File: config.mk
export PLATFORM = sky130hd
export DESIGN_NAME = ram_2r1w_clr
export DESIGN_NICKNAME = d
export VERILOG_FILES = /design/src/rtl/ram_2r1w_clr.sv
export SDC_FILE = /design/constraint.sdc
export NUM_CORES = 2
export LEC_CHECK = 0
export CAP_MARGIN = 10
export CORE_MARGIN = 2
export CORE_UTILIZATION = 39
export CTS_CLUSTER_DIAMETER = 80
export CTS_CLUSTER_SIZE = 10
export DETAILED_ROUTE_END_ITERATION = 10
export PLACE_DENSITY = 0.62
export SKIP_CTS_REPAIR_TIMING = 1
export SYNTH_ARGS = -nofsm -noshare
export SYNTH_HDL_FRONTEND = slang
export SYNTH_SLANG_ARGS = --single-unit
File: constraint.sdc
create_clock -name clk -period 6.6 [get_ports clk]
set_clock_uncertainty 0.2 [all_clocks]
set_input_delay 1.32 -clock clk [delete_from_list [all_inputs] [get_ports clk]]
set_output_delay 1.32 -clock clk [all_outputs]
set_load 0.02 [all_outputs]
File: src/rtl/ram_2r1w_clr.sv
// Two-read/one-write byte-enabled RAM with a hardware zero-fill sequence (busy for DEPTH cycles).
// Read latency 1 cycle (2 with OUT_REG); no backpressure, one read per port per cycle, ports ignored while busy.
module ram_2r1w_clr #(
    parameter int ADDR_W  = 8,
    parameter int DATA_W  = 8,
    parameter int BYPASS  = 1,
    parameter int OUT_REG = 0
) (
    input  logic                  clk,
    input  logic                  rst,
    input  logic                  clear_req,
    output logic                  busy,
    input  logic                  rd_en_1,
    input  logic                  rd_en_2,
    input  logic [ADDR_W-1:0]     rd_addr_1,
    input  logic [ADDR_W-1:0]     rd_addr_2,
    output logic [DATA_W-1:0]     rd_data_1,
    output logic [DATA_W-1:0]     rd_data_2,
    output logic                  rd_valid_1,
    output logic                  rd_valid_2,
    input  logic                  wr_en,
    input  logic [ADDR_W-1:0]     wr_addr,
    input  logic [DATA_W-1:0]     wr_data,
    input  logic [DATA_W/8-1:0]   wr_be
);
    localparam int DEPTH = 2**ADDR_W;
    localparam int NBE   = DATA_W / 8;

    typedef enum logic {S_CLEAR, S_IDLE} state_t;

    state_t              state_q, state_d;
    logic [ADDR_W-1:0]   clr_ptr_q, clr_ptr_d;
    logic [DATA_W-1:0]   mem_q [DEPTH];

    logic [ADDR_W-1:0]   mem_wa;
    logic [DATA_W-1:0]   mem_wd;
    logic [NBE-1:0]      mem_be;

    always_ff @(posedge clk or posedge rst) begin
        if (rst) begin
            state_q   <= S_CLEAR;
            clr_ptr_q <= '0;
        end else begin
            state_q   <= state_d;
            clr_ptr_q <= clr_ptr_d;
        end
    end

    always_comb begin
        state_d   = state_q;
        clr_ptr_d = clr_ptr_q;
        case (state_q)
            S_CLEAR: begin
                clr_ptr_d = clr_ptr_q + ADDR_W'(1);
                if (&clr_ptr_q) begin
                    state_d = S_IDLE;
                end
            end
            S_IDLE: begin
                if (clear_req) begin
                    state_d   = S_CLEAR;
                    clr_ptr_d = '0;
                end
            end
        endcase
    end

    assign busy = (state_q == S_CLEAR);

    // The clear sequence owns the write port completely while busy.
    always_comb begin
        mem_wa = wr_addr;
        mem_wd = wr_data;
        mem_be = wr_en ? wr_be : '0;
        if (busy) begin
            mem_wa = clr_ptr_q;
            mem_wd = '0;
            mem_be = '1;
        end
    end

    always_ff @(posedge clk) begin
        for (int b = 0; b < NBE; b++) begin
            if (mem_be[b]) begin
                mem_q[mem_wa][8*b +: 8] <= mem_wd[8*b +: 8];
            end
        end
    end

    logic [1:0]          rd_en_v;
    logic [ADDR_W-1:0]   rd_addr_v  [2];
    logic [DATA_W-1:0]   rd_data_v  [2];
    logic [1:0]          rd_valid_v;

    assign rd_en_v      = {rd_en_2, rd_en_1};
    assign rd_addr_v[0] = rd_addr_1;
    assign rd_addr_v[1] = rd_addr_2;
    assign rd_data_1    = rd_data_v[0];
    assign rd_data_2    = rd_data_v[1];
    assign rd_valid_1   = rd_valid_v[0];
    assign rd_valid_2   = rd_valid_v[1];

    for (genvar p = 0; p < 2; p++) begin : g_rd
        logic                acc;
        logic [DATA_W-1:0]   fwd;
        logic                s1_vld_q;
        logic [DATA_W-1:0]   s1_dat_q;

        assign acc = rd_en_v[p] & ~busy;

        // Collision merge: enabled bytes come from the write in flight, the rest from the array.
        always_comb begin
            fwd = mem_q[rd_addr_v[p]];
            if (BYPASS != 0 && wr_en && wr_addr == rd_addr_v[p]) begin
                for (int b = 0; b < NBE; b++) begin
                    if (wr_be[b]) begin
                        fwd[8*b +: 8] = wr_data[8*b +: 8];
                    end
                end
            end
        end

        always_ff @(posedge clk or posedge rst) begin
            if (rst) begin
                s1_vld_q <= 1'b0;
                s1_dat_q <= '0;
            end else begin
                s1_vld_q <= acc;
                if (acc) begin
                    s1_dat_q <= fwd;
                end
            end
        end

        if (OUT_REG != 0) begin : g_oreg
            logic                s2_vld_q;
            logic [DATA_W-1:0]   s2_dat_q;

            always_ff @(posedge clk or posedge rst) begin
                if (rst) begin
                    s2_vld_q <= 1'b0;
                    s2_dat_q <= '0;
                end else begin
                    s2_vld_q <= s1_vld_q;
                    if (s1_vld_q) begin
                        s2_dat_q <= s1_dat_q;
                    end
                end
            end

            assign rd_valid_v[p] = s2_vld_q;
            assign rd_data_v[p]  = s2_dat_q;
        end else begin : g_direct
            assign rd_valid_v[p] = s1_vld_q;
            assign rd_data_v[p]  = s1_dat_q;
        end
    end

endmodule

==> results.json <==
{
  "status": "finished clean",
  "ys.flop_type": "edfxtp_1",
  "worst_hold_path.endpoint": "rd_data_1[0]$_DFFE_PP0P_",
  "io_pins": 58,
  "cp_slowest_stage_delay_ps": 900,
  "setup.worst_path.start_class": "input pin",
  "htree_levels": 4,
  "via_count": 56800,
  "dr.first_iter.drc_count": 8237,
  "synth_most_common_cell": "edfxtp_1",
  "synth_seq_cells": 2075,
  "postLayoutCellArea_um2": 109000,
  "placed_area_um2": 102000,
  "wl_met3_um": 32700,
  "hold_viol": 0,
  "wl_met2_um": 147000,
  "fin_tns_setup_ps": 0,
  "rsz0062_at_grt": "no",
  "powerDensity_nw_per_um2": 272,
  "drv_cap": 0,
  "netlist_area_um2": 98000,
  "gp_congestion": 0.944,
  "finalPower_mw": 29.5,
  "initial_utilization": 0.391,
  "timing.rr.end": "mem_q[80][0]$_DFFE_PP_",
  "p_sw_mw": 7.51,
  "grt_max_degree": 161,
  "path_cells": "clkdlybuf4s50_1 -> nand2b_1 -> buf_4 -> nor2_1 -> a21oi_1 -> nand4_1 -> nor3_1 -> nor4_1 -> a221o_1",
  "dp.final_hpwl_um": 205000,
  "clkLatencyLatePin_ps": 860,
  "setup_viol": 0,
  "fill_cells": 21500,
  "cts_made_buffers": 226,
  "internal_power_mw": 22.0,
  "ys_top_cells_by_count": "edfxtp_1, mux4_2, nor2_1, o22ai_1, mux2i_1",
  "synth-seq-area-share": 0.635,
  "cts_sinks": 2075,
  "comb_power_share": 0.118,
  "grt.overflow.total": 0,
  "routedWlPerCell_um": 36.5,
  "port_buffers": 57,
  "period_needed_ps": 4730,
  "max-slew-margin-rel": 0.101,
  "cp_data_required_time_ps": 7130,
  "cp_slowest_cell": "nor3_1",
  "endpoint_kind": "flip-flop",
  "clkTransAtPathRegs_ps": 60,
  "rr_startpoint": "state_q$_DFF_PP0_",
  "min_delay_path_depth": 1,
  "synth_top_area_cell": "edfxtp_1",
  "syn_nets": 5068,
  "core_area_um2": 250000,
  "holdCritPathClass": "reg -> reg",
  "swShare": 0.255,
  "reg2reg_depth": 4,
  "cts.path.max_buffers": 3,
  "drt_wl_total_um": 313000,
  "ant_nets": 0,
  "nets": 5202,
  "die_y_um": 505,
  "seqPwrFrac": 0.502,
  "die-area_um2": 255000,
  "ir_drop_uv": 230,
  "holdCritStartpoint": "rd_data_1[0]$_DFFE_PP0P_",
  "vias_per_cell": 6.62,
  "core.rowCount": 184,
  "period_share": 0.717,
  "die_width_um": 505,
  "grt_antenna_before_repair": 14,
  "top_layer": "met5",
  "grt_pass1_wl_um": 439000,
  "p_leak_nw": 34.0,
  "max_freq_ghz": 0.211,
  "tightest_slew_ps": 1340,
  "rrSetupSlack_ps": 1990,
  "arrival_ps": 5270,
  "synth_top_area_share": 0.628,
  "synth_area_leaders": "edfxtp_1, mux4_2, mux4_1",
  "final_layout_size_suffix_gt1_frac": 0.286,
  "synthArstFlopShare": 0.0130,
  "syn_avg_cell_area_um2": 19.5,
  "crit_fanout": 11,
  "area.growth.synth_to_final_pct": 10.8,
  "cts-root-buf": "clkbuf_16",
  "grt_pass1_vias": 56700,
  "yosysWarnings": 0,
  "route.layer.met1.wl_um": 117000,
  "dr.pass1.iters": 6,
  "synth_cell_types": 72,
  "cts_tree": "done",
  "synth-edff-count": 2048,
  "p_clk_frac": 0.380,
  "track_usage": 0.241,
  "syn_inst": 5028,
  "drc_errors": 0,
  "drv_slew": 0,
  "path_class": "in -> reg"
}
-- critical path, delay by kind of cell --
family                 cells  cell delay, ps
AOI/OAI and AO/OA          2             700
and+or+nand+nor            5            2210
buffers and inverters      2            1010
-- state kept, by name (all words and copies together) (netlist names) --
signal and flops:
clr_ptr_q 8, mem_q 2048, rd_data_1 8, rd_data_2 8, rd_valid_1 1, rd_valid_2 1
state_q 1
-- cell families after synthesis --
logic type,after synthesis,synth area share
flip-flops,2075,0.635
multiplexers,1211,0.260
buffers and inverters,408,0.0286
AO/OA/AOI/OAI,525,0.0370
adder cells (fa/ha/maj),1,0.000128
XOR/XNOR,20,0.00179
AND/OR/NAND/NOR,788,0.0376
-- power by group through the flow --
stage          combinational (mW)  clock [mW]  sequential, mW
2_1_floorplan                1.97           0            15.0
3_3_place_gp                 3.39           0            15.1
3_5_place_dp                 3.41           0            15.1
4_1_cts                      3.42        11.3            14.8
5_1_grt                      3.54        11.8            14.8
6_report                     3.48        11.2            14.8
-- metrics by stage --
stage / setup slack (ps) / hold slack (ps) / utilization / instances
5_1_grt: 1850 / 400 / 0.433 / 8573
4_1_cts: 1930 / 374 / 0.433 / 8573
3_5_place_dp: 1020 / 359 / 0.409 / 8282
2_1_floorplan: 860 / 314 / - / 5028
3_3_place_gp: 995 / 361 / 0.409 / 8282
6_report: 1870 / 383 / 0.433 / 8580
-- worst max-delay path by stage --
stage	slack (ps)	to	cells after the start	from
final	1870	rd_data_1[6]$_DFFE_PP0P_	9	rd_addr_1[5]
after global routing	1850	mem_q[80][2]$_DFFE_PP_	4	state_q$_DFF_PP0_
after CTS	1930	rd_data_1[6]$_DFFE_PP0P_	10	rd_addr_1[0]
after detailed placement	1020	rd_data_1[6]$_DFFE_PP0P_	10	rd_addr_1[0]
after global placement	1000	rd_data_1[6]$_DFFE_PP0P_	10	rd_addr_1[0]
after floorplan	860	mem_q[0][3]$_DFFE_PP_	5	state_q$_DFF_PP0_
-- cell usage in the layout, fill, tap and decap left out, drive strengths merged, types with 43 or more instances in the layout --
cell / synthesis / routed
nor2: 328 / 328
clkbuf: 134 / 278
mux4: 1034 / 1034
nor3: 76 / 76
o22ai: 222 / 222
clkdlybuf4s50: 0 / 45
mux2i: 155 / 155
buf: 261 / 258
a22oi: 57 / 57
edfxtp: 2048 / 2048
nor2b: 43 / 43
a211oi: 57 / 57
nand2: 134 / 134
-- metal layers --
| layer | up-vias | global-route usage |
|---|---|---|
| li1 | 22000 | - |
| met1 | 30300 | 0.325 |
| met2 | 3783 | 0.375 |
| met3 | 714 | 0.0526 |
| met4 | 14 | 0.114 |
| met5 | - | 0 |
-- cell type report --
class | instances | area, um^2 | share of cell area
tap | 3348 | 4190 | 0.0386
antenna | 7 | 17.5 | 0.000161
sequential | 2075 | 62200 | 0.573
timing repair buffer | 303 | 2950 | 0.0272
inverter | 11 | 41.3 | 0.000380
clock inverter | 13 | 160 | 0.00148
clock buffer | 278 | 5910 | 0.0545
multi-input combinational | 2545 | 33100 | 0.305
Power figures use the tool's default switching activity.
